## src/rtl/up_pkg.sv

```systemverilog
// up_pkg: widths and FSM state encoding shared by the RAM arbiter and
// anything else that talks to the 4096x4 RAM.
package up_pkg;

    localparam int ADDR_W = 12;
    localparam int DATA_W = 4;
    localparam int WAIT_W = 4;

    typedef enum logic [1:0] {
        IDLE    = 2'd0,
        CPU_ACC = 2'd1,
        DBG_ACC = 2'd2
    } arb_state_t;

    // Saturating increment used by the debug starvation counter.
    function automatic logic [WAIT_W-1:0] sat_inc(input logic [WAIT_W-1:0] val,
                                                  input logic [WAIT_W-1:0] limit);
        logic [WAIT_W-1:0] res;
        if (val >= limit) begin
            res = limit;
        end else begin
            res = val + 1'b1;
        end
        return res;
    endfunction

endpackage

```

## src/rtl/ram_arbiter.sv

```systemverilog
// ram_arbiter: single-cycle arbiter placing a CPU port and a debug/loader
// port in front of an external 4096x4 RAM with a combinational read.
// The CPU has fixed priority; a debug request refused MAX_WAIT cycles in a
// row is forced through on the next cycle.
// Build option: define RAM_ARB_STATS_EN to add the per-port grant counters
// cpu_cnt / dbg_cnt.
//
// state   | meaning
// --------+-----------------------------------------------------------
// IDLE    | no access this cycle, RAM bus parked at zero
// CPU_ACC | RAM bus carries the CPU access, cpu_gnt high
// DBG_ACC | RAM bus carries the debug access, dbg_gnt high
module ram_arbiter
    import up_pkg::*;
#(
    parameter int MAX_WAIT = 8
) (
    input  logic              clock,
    input  logic              reset,

    input  logic              cpu_req,
    input  logic              cpu_we,
    input  logic [ADDR_W-1:0] cpu_addr,
    input  logic [DATA_W-1:0] cpu_wdata,
    output logic              cpu_gnt,
    output logic              cpu_rvalid,
    output logic [DATA_W-1:0] cpu_rdata,

    input  logic              dbg_req,
    input  logic              dbg_we,
    input  logic [ADDR_W-1:0] dbg_addr,
    input  logic [DATA_W-1:0] dbg_wdata,
    output logic              dbg_gnt,
    output logic              dbg_rvalid,
    output logic [DATA_W-1:0] dbg_rdata,

`ifdef RAM_ARB_STATS_EN
    output logic [15:0]       cpu_cnt,
    output logic [15:0]       dbg_cnt,
`endif

    output logic              ram_cs,
    output logic              ram_we,
    output logic [ADDR_W-1:0] ram_addr,
    output logic [DATA_W-1:0] ram_wdata,
    input  logic [DATA_W-1:0] ram_rdata
);

    localparam logic [WAIT_W-1:0] WAIT_LIMIT = WAIT_W'(MAX_WAIT);

    arb_state_t        state_q;
    arb_state_t        state_d;
    logic [WAIT_W-1:0] wait_cnt;
    logic [WAIT_W-1:0] wait_cnt_d;
    logic              dbg_forced;
    logic              cpu_win;
    logic              dbg_win;
    logic              cpu_rd_done;
    logic              dbg_rd_done;

    // Pick this cycle's winner; debug only overtakes the CPU once starved.
    always_comb begin
        dbg_forced = dbg_req && (wait_cnt == WAIT_LIMIT);
        cpu_win    = cpu_req && !dbg_forced;
        dbg_win    = dbg_req && !cpu_win;
        state_d    = IDLE;
        if (cpu_win) begin
            state_d = CPU_ACC;
        end else if (dbg_win) begin
            state_d = DBG_ACC;
        end
    end

    // Next starvation count: grows while debug waits, clears otherwise.
    always_comb begin
        wait_cnt_d = '0;
        if (dbg_req && !dbg_win) begin
            wait_cnt_d = sat_inc(wait_cnt, WAIT_LIMIT);
        end
    end

    // FSM state and starvation counter.
    always_ff @(posedge clock) begin
        if (reset) begin
            state_q  <= IDLE;
            wait_cnt <= '0;
        end else begin
            state_q  <= state_d;
            wait_cnt <= wait_cnt_d;
        end
    end

    // Register the winner's access onto the RAM bus; park the bus at zero otherwise.
    always_ff @(posedge clock) begin
        if (reset) begin
            ram_cs    <= 1'b0;
            ram_we    <= 1'b0;
            ram_addr  <= '0;
            ram_wdata <= '0;
        end else if (cpu_win) begin
            ram_cs    <= 1'b1;
            ram_we    <= cpu_we;
            ram_addr  <= cpu_addr;
            ram_wdata <= cpu_wdata;
        end else if (dbg_win) begin
            ram_cs    <= 1'b1;
            ram_we    <= dbg_we;
            ram_addr  <= dbg_addr;
            ram_wdata <= dbg_wdata;
        end else begin
            ram_cs    <= 1'b0;
            ram_we    <= 1'b0;
            ram_addr  <= '0;
            ram_wdata <= '0;
        end
    end

    // Grants are a straight decode of the registered state, so they last
    // exactly the one access cycle.
    assign cpu_gnt = (state_q == CPU_ACC);
    assign dbg_gnt = (state_q == DBG_ACC);

    assign cpu_rd_done = (state_q == CPU_ACC) && !ram_we;
    assign dbg_rd_done = (state_q == DBG_ACC) && !ram_we;

    // Capture read data at the end of the access cycle; rdata holds until
    // that port's next read.
    always_ff @(posedge clock) begin
        if (reset) begin
            cpu_rvalid <= 1'b0;
            dbg_rvalid <= 1'b0;
            cpu_rdata  <= '0;
            dbg_rdata  <= '0;
        end else begin
            cpu_rvalid <= cpu_rd_done;
            dbg_rvalid <= dbg_rd_done;
            if (cpu_rd_done) begin
                cpu_rdata <= ram_rdata;
            end
            if (dbg_rd_done) begin
                dbg_rdata <= ram_rdata;
            end
        end
    end

`ifdef RAM_ARB_STATS_EN
    // Grant counters; wrap naturally at 16 bits.
    always_ff @(posedge clock) begin
        if (reset) begin
            cpu_cnt <= '0;
            dbg_cnt <= '0;
        end else begin
            if (cpu_win) begin
                cpu_cnt <= cpu_cnt + 16'd1;
            end
            if (dbg_win) begin
                dbg_cnt <= dbg_cnt + 16'd1;
            end
        end
    end
`endif

endmodule
```

## config.mk

```make
export PLATFORM = sky130hd
export DESIGN_NAME = ram_arbiter
export DESIGN_NICKNAME = d
export VERILOG_FILES = /design/src/rtl/up_pkg.sv /design/src/rtl/ram_arbiter.sv
export SDC_FILE = /design/constraint.sdc
export NUM_CORES = 1
export LEC_CHECK = 0
export ABC_CLOCK_PERIOD_IN_PS = 4350
export CAP_MARGIN = 20
export CORE_MARGIN = 2
export CORE_UTILIZATION = 39
export CTS_BUF_LIST = sky130_fd_sc_hd__clkbuf_4 sky130_fd_sc_hd__clkbuf_8 sky130_fd_sc_hd__clkbuf_16
export CTS_CLUSTER_SIZE = 30
export DETAILED_ROUTE_END_ITERATION = 7
export PLACE_DENSITY = 0.84
export SYNTH_ARGS = -nofsm -noshare
export SYNTH_HDL_FRONTEND = slang
export SYNTH_SLANG_ARGS = --single-unit
```

## constraint.sdc

```tcl
create_clock -name clock -period 4.35 [get_ports clock]
set_clock_uncertainty 0.05 [all_clocks]
set_input_delay 1.305 -clock clock [delete_from_list [all_inputs] [get_ports clock]]
set_output_delay 1.305 -clock clock [all_outputs]
set_load 0.02 [all_outputs]
```

; ---- After elaboration in Yosys (flattened, before gate mapping)
; Cells that the tools add are included.
[classes]
n_reduce_logical = 13
bitwise_logic = 1
n_lt_le_gt_ge = 1
add_sub_neg = 1
eq_ne = 3
muxes = 11
[op_table]
columns = operator, count
row1 = $mux 12, 2
row2 = $mux 4, 3
row3 = $logic_and 1x1->1, 6
row4 = $mux 1, 5
row5 = $add 4x1->4 const B, 1
row6 = $eq 4x4->1 const B, 1
row7 = $ge 4x4->1 const B, 1
row8 = $logic_not 1->1, 4
row9 = $reduce_or 2->1, 2
row10 = $reduce_or 3->1, 1
row11 = $eq 2x1->1 const B, 1
row12 = $eq 2x2->1 const B, 1
row13 = $mux 2, 1
row14 = $not 1->1, 1
[totals]
output_inout_bits = 30
ff_bits = 34
elab_cells = 42
in_bits = 42

; ---- Depth between registers and ports, before layout
; Gate-level depths: netlist (run 1).
[depth]
depth_word = 10
ltp_mapped = 7
ltp_nobuf = 5

; ---- Worst setup path after synthesis (run 1)
; No wires, ideal clock.
[synth_path]
path_kind = in2reg
start = input dbg_req
end = register ram_addr[11]
slack_ns = 2.060
cell_stages = 5
arrival_time_ns = 2.124
required_time_ns = 4.183
path_buffers = 2
setup_ns = 0.117
path_cell_list = clkinvlp_2 > o211a_1 > buf_6 > buf_8 > a22o_1
[synth_via]
elab_chain_len = 7
[synth_lines]
columns = item, line_no
row1 = from (decl), ram_arbiter.sv:29  ; input logic dbg_req,
row2 = $logic_and 1x1->1, ram_arbiter.sv:63  ; dbg_forced = dbg_req && (wait_cnt == WAIT_LIMIT);
row3 = $logic_not 1->1, ram_arbiter.sv:64  ; cpu_win = cpu_req && !dbg_forced;
row4 = $logic_and 1x1->1, ram_arbiter.sv:64
row5 = $logic_not 1->1, ram_arbiter.sv:65  ; dbg_win = dbg_req && !cpu_win;
row6 = $logic_and 1x1->1, ram_arbiter.sv:65
row7 = $mux 12, ram_arbiter.sv:105  ; end else if (dbg_win) begin
row8 = $mux 12 *, ram_arbiter.sv:100  ; end else if (cpu_win) begin
row9 = to (signal assigned), ram_arbiter.sv:103  ; ram_addr <= cpu_addr;
row10 = to (signal assigned), ram_arbiter.sv:108  ; ram_addr <= dbg_addr;
row11 = to (decl), ram_arbiter.sv:44  ; output logic [ADDR_W-1:0] ram_addr,
; Every way passes the cells marked *; elsewhere a longest branch is shown, timed or not.
; A chain may end at the register's enable or synchronous reset.

; ---- Worst setup path in the final report (run 1)
[layout_path]
start = register state_q[0]
end = output cpu_gnt
[layout_via]
elab_chain_len = 1
[layout_lines]
columns = item, line_no
row1 = from (decl), ram_arbiter.sv:51  ; arb_state_t state_q;
row2 = from (signal assigned), ram_arbiter.sv:88  ; state_q <= state_d;
row3 = $eq 2x1->1, ram_arbiter.sv:120  ; assign cpu_gnt = (state_q == CPU_ACC);
row4 = to (decl), ram_arbiter.sv:25  ; output logic cpu_gnt,
; Every way passes these cells.

==> qor.yml, run 1 <==
status: "finished, violations left"
violations: "design-rule violations"
ant_nets: 0
die_w_um: 58.8
n_antenna_cell: 0
postLayoutCellArea_mm2: 0.00194
vias: 1011
syn_nets: 141
r2r_start: "wait_cnt[0]$_SDFF_PP0_"
layout-drive-gt1-share: 0.0756
setup_viol: 0
netlist_instances: 97
grt_overflow: 0
critPathKind: "flop to primary output"
hold_buffers: 0
mostFrequentLayoutCells: "clkdlybuf4s50_1 (71), dfxtp_1 (34), a22o_1 (17)"
tns_ns: 0
row_count: 19
fillers: 237
post-place-cells: 195
synthDistinctLibCells: 21
numCtsBuffers: 5
viasPerCell: 4.98
worstPathArrival_ns: 1.43
slew_violations: 0
hold_class: "flop to flop"
post-place-ws_ns: 1.27
relSlewSlack: 0.509
r2r_end: "ram_we$_SDFF_PP0_"
drtIter0Drc: 21
synth_area_per_cell_um2: 12.1
grt_pass1_wl_um: 4620
syn_area_mm2: 0.00117
netlist_top_cells_area: "dfxtp_1 (58%), a22o_1 (13%), mux2i_1 (6.8%), nor2_1 (3.2%), ha_1 (2.1%)"
crit_path_end_kind: "primary output"
start_util: 0.418
min_path_cells: 1
r2r_slack_ns: 2.62
grt_max_degree: 19
place_congestion: 0.705
layout_commonest_cell: "clkdlybuf4s50_1"
finalHoldViolCount: 0
maxCapViolCount: 0
timing.final.ws_setup_ns: 1.57
clock_path_buffers: 2
chipHeight_um: 58.8
min_to: "wait_cnt[0]$_SDFF_PP0_"
dpl_cell_area_mm2: 0.00188
period_share: 0.640
io_pins: 72
worst_setup_hold_path_clk_slew_ns: 0.10
synth_top_cell_by_area: "dfxtp_1"
fp.dieArea_mm2: 0.00346
cts_max_level: 2
synth-seq-cells: 34
grt_antenna_before_repair: 0
fmax_ghz: 0.359
start_kind: "flop"
min_period_ns: 2.78
cp_max_fo: 4
r2r_cells: 5
core_mm2: 0.00281
min-delay-start: "wait_cnt[0]$_SDFF_PP0_"
grt.total_usage: 0.177
postCtsSetupBuffers: 0
routed_wirelength_um: 2940
grt_pass1_vias: 1118
cts.sinks: 34
clk_latency_ns: 0.31
nNetsFinal: 215
tightest_slew_ns: 0.734
power_per_cell_area_mw_per_mm2: 323
netlist.area_leader.share: 0.581
vdd_drop_max_mv: 0.271
yosys_warnings: 0
ys_seq_area_frac: 0.581
crit_required_ns: 2.99
rsz0062_at_grt: "false"
cts-resized-gates: 0
stdcell_count: 203
cts_tree: "built"
drt_pre_antenna_iters: 8
leakage_nw: 0.755
avgRoutedWirePerCell_um: 14.5
io_buffer_count: 71
drc_errors: 4
cts-root-buf: "clkbuf_4"
dp_hpwl_um: 2400
area_growth_pct: 65.7
final_core_util: 0.693
where the power goes:
group / switching, W / total [W] / internal [W] / leakage (nW)
clock network: 0.0000959 / 0.000180 / 0.0000846 / 0.0387
logic: 0.0000454 / 0.000114 / 0.0000688 / 0.437
registers: 0.00000616 / 0.000332 / 0.000326 / 0.279
total: 0.000147 / 0.000627 / 0.000479 / 0.755
worst max-delay path by stage:
stage / start / end / depth (start not counted)
after floorplan: dbg_req / ram_addr[11]$_SDFF_PP0_ / 5
after global placement: reset / ram_addr[1]$_SDFF_PP0_ / 4
after detailed placement: reset / ram_we$_SDFF_PP0_ / 4
after CTS: state_q[1]$_SDFF_PP0_ / dbg_gnt / 2
after global routing: state_q[0]$_SDFF_PP0_ / cpu_gnt / 2
final: state_q[0]$_SDFF_PP0_ / cpu_gnt / 2
area by class of cell:
class | count | area, um^2 | area share
Clock buffer | 7 | 58.8 | 0.0303
Timing Repair Buffer | 71 | 711 | 0.366
Tap cell | 31 | 38.8 | 0.0200
Inverter | 5 | 20.0 | 0.0103
Multi-Input combinational cell | 54 | 429 | 0.221
Clock inverter | 1 | 5.00 | 0.00258
Sequential cell | 34 | 681 | 0.350
critical path: stages, from the launching register on:
cell             delay (ns)
dfxtp_1                0.38
nor2b_1                0.14
clkdlybuf4s50_1        0.60
flip-flops by register name, indices dropped and copies added (netlist names):
signal / cells
cpu_rdata: 4
cpu_rvalid: 1
wait_cnt: 4
dbg_rvalid: 1
ram_we: 1
ram_cs: 1
dbg_rdata: 4
ram_wdata: 4
state_q: 2
ram_addr: 12
synthesized netlist by cell type:
| library cell | instances |
|---|---|
| nor2b_1 | 2 |
| buf_6 | 2 |
| a21oi_1 | 2 |
| nand3_1 | 1 |
| inv_1 | 4 |
| mux2i_1 | 8 |
| ha_1 | 2 |
| a22o_1 | 17 |
| nor3_1 | 3 |
| a211oi_4 | 1 |
| and2_1 | 2 |
| nor3b_2 | 2 |
| xnor2_1 | 1 |
| buf_8 | 1 |
| nor3b_1 | 1 |
| buf_2 | 1 |
| nor2_1 | 10 |
| dfxtp_1 | 34 |
| clkinvlp_2 | 1 |
| o211a_1 | 1 |
| nand3b_2 | 1 |
metrics by stage:
step	total power, W	hold WS (ns)
final	0.000627	0.451
after global routing	0.000655	0.494
after CTS	0.000636	0.456
after detailed placement	0.000455	0.441
after global placement	0.000450	0.408
after floorplan	0.000385	0.400
routing by layer:
metal / global-route usage / vias up / share of wire
li1: - / 488 / -
met5: 0 / - / 0
met4: 0.0487 / 0 / 0.014
met3: 0.0549 / 4 / 0.064
met1: 0.158 / 476 / 0.33
met2: 0.367 / 43 / 0.59
logic make-up (layout without fill, tap and decap cells):
logic type | Yosys count | in the layout | share of synthesized area
adder cells (fa/ha/maj) | 2 | 2 | 0.0213
AO/OA/AOI/OAI | 21 | 21 | 0.161
AND/OR/NAND/NOR | 22 | 22 | 0.108
XOR/XNOR | 1 | 1 | 0.00747
multiplexers | 8 | 8 | 0.0683
buffers and inverters | 9 | 84 | 0.0533
flip-flops | 34 | 34 | 0.581
Note: power is estimated with default switching activity, not from simulation.
==> run 2, diff against run 1 <==
- ABC_CLOCK_PERIOD_IN_PS: 4350 -> 2610
- CORE_UTILIZATION: 39 -> 36
- PLACE_DENSITY: 0.84 -> 0.78
- clock period: 4.35 -> 2.61 ns (I/O delays scaled with it)
==> run 2 against run 1 <==
Compared with the run above: the flow now finishes without violations; first-iteration DRC count rose by 52%; die area grew 7.8%; cell count is 7.4% higher; power is 77% higher; cell area up 2.3%; clock power up 100%; combinational power is 68% higher; worst hold slack lost 0.0036 ns; critical path type unchanged.
==> qor.yml, run 2 (same netlist as run 1, synthesis figures left out) <==
cts_max_level: 2  # unchanged
holdWs_ns: 0.447  # -0.00361 ns
timing.final.ws_setup_ns: 0.323  # -1.24 ns
drtIter0Drc: 32  # +52%
slowest_delay_ns: 0.60  # about the same
top_usage_layer: "met2"
start_util: 0.381  # -0.0370
grt_pass1_vias: 1026  # -8.2%
met2_usage: 0.305  # -0.0612
crit_path_end_kind: "primary output"
post-place-ws_ns: 0.162  # -1.11 ns
vias: 998  # -1.3%
seq_area_um2: 681  # unchanged
hold_class: "flop to flop"
mostFrequentLayoutCells: "clkdlybuf4s50_1 (71), dfxtp_1 (34), a22o_1 (17)"
rsz0062_at_grt: "false"
slew_violations: 0  # unchanged
largest_register: "ram_addr"
fmax_ghz: 0.437
routed_wirelength_um: 2920  # -0.65%
tightest_slew_ns: 0.531  # -0.203 ns
crit_required_ns: 1.78  # -1.21 ns
area_growth_pct: 69.6
n_antenna_cell: 0  # unchanged
power_per_cell_area_mw_per_mm2: 559  # +73%
grt_overflow: 0  # unchanged
grt_pass1_wl_um: 4330  # -6.3%
fp.dieArea_mm2: 0.00373  # +7.8%
cts_tree: "built"
postCtsSetupBuffers: 0  # unchanged
io_pins: 72  # unchanged
io_buffer_count: 71  # unchanged
layout-drive-gt1-share: 0.0862  # +0.0106
setup_viol: 0  # unchanged
chipHeight_um: 61.1  # +3.8%
grt_use_met1: 0.168  # +0.0100
worstPathArrival_ns: 1.45  # +0.02 ns
clk_latency_ns: 0.32  # about the same
place_congestion: 0.730  # +3.5%
grt_max_degree: 19  # unchanged
min_period_ns: 2.29
finalPower_w: 0.00111  # +77%
grt_use_met3: 0.0399  # -0.0150
relSlewSlack: 0.646  # +0.137
dp_hpwl_um: 2250  # -6.1%
critPathKind: "flop to primary output"
nNetsFinal: 217  # +0.93%
grt_antenna_before_repair: 0  # unchanged
cts.sinks: 34  # unchanged
drt_pre_antenna_iters: 4  # -4
hold_buffers: 0  # unchanged
cp_max_fo: 4  # unchanged
avgRoutedWirePerCell_um: 13.4  # -7.5%
core_mm2: 0.00308  # +9.7%
worst_setup_hold_path_clk_slew_ns: 0.10  # about the same
start_kind: "flop"
die_w_um: 61.1  # +3.8%
fillers: 268  # +13%
tns_ns: 0  # unchanged
maxCapViolCount: 0  # unchanged
finalHoldViolCount: 0  # unchanged
dpl_cell_area_mm2: 0.00191  # +1.7%
postLayoutCellArea_mm2: 0.00199  # +2.3%
leakage_nw: 0.772  # +2.2%
period_share: 0.876
clock_path_buffers: 2  # unchanged
cts-root-buf: "clkbuf_4"
layout_commonest_cell: "clkdlybuf4s50_1"
grt.total_usage: 0.161  # -0.0155
path_cells: "nor2b_1 > clkdlybuf4s50_1"
vdd_drop_max_mv: 0.334  # +23%
numCtsBuffers: 5  # unchanged
multiInputGateArea_um2: 429  # unchanged
largest_reg_flops: 12  # unchanged
viasPerCell: 4.58  # -8.1%
slowest_stage: "clkdlybuf4s50_1"
drc_errors: 0  # -4
status: "finished, final reports clean"
row_count: 20  # +1
cts-resized-gates: 0  # unchanged
ant_nets: 0  # unchanged
run 2: power by group:
part	total (W)	switching (W)	internal, W	leakage (nW)
clock	0.000366	0.000167	0.000198	0.0450
sequential	0.000553	0.00000986	0.000543	0.279
combinational	0.000192	0.0000759	0.000117	0.447
run 2: critical path: cells and delay by family (launching register included):
| kind | cells | cell delay [ns] |
|---|---|---|
| simple gates | 1 | 0.14 |
| flops | 1 | 0.39 |
| buf+inv | 1 | 0.60 |
run 2: area by class of cell:
type                       count  share of cell area
timing repair buffer          73               0.365
sequential                    34               0.342
clock buffer                   5              0.0189
inverter                       5              0.0101
multi-input combinational     54               0.216
clock inverter                 3              0.0201
tap                           44              0.0277
run 2: final timing paths:
| path | endpoint | cells after the start | slack, ns | start |
|---|---|---|---|---|
| worst max register to register | ram_addr[11]$_SDFF_PP0_ | 5 | 0.93 | wait_cnt[0]$_SDFF_PP0_ |
| worst max-delay path | dbg_gnt | 2 | 0.32 | state_q[1]$_SDFF_PP0_ |
| worst min register to register | wait_cnt[0]$_SDFF_PP0_ | 1 | 0.45 | wait_cnt[0]$_SDFF_PP0_ |
| worst min-delay path | wait_cnt[0]$_SDFF_PP0_ | 1 | 0.45 | wait_cnt[0]$_SDFF_PP0_ |
run 2: stage by stage:
step | std cells | utilization
after floorplan | 97 | -
after global placement | 210 | 0.621
after detailed placement | 210 | 0.621
after CTS | 218 | 0.646
after global routing | 218 | 0.646
final | 218 | 0.646
run 2: per-layer routing:
| layer | wire [um] | up-vias |
|---|---|---|
| li1 | - | 493 |
| met1 | 1090 | 462 |
| met2 | 1640 | 38 |
| met3 | 147 | 5 |
| met4 | 48 | 0 |
| met5 | 0 | - |
==> run 3, diff against run 2 <==
- TNS_END_PERCENT: default -> 100
==> results of run 3 <==
No change in the layout: final DEF, timing and power equal those of run 2.
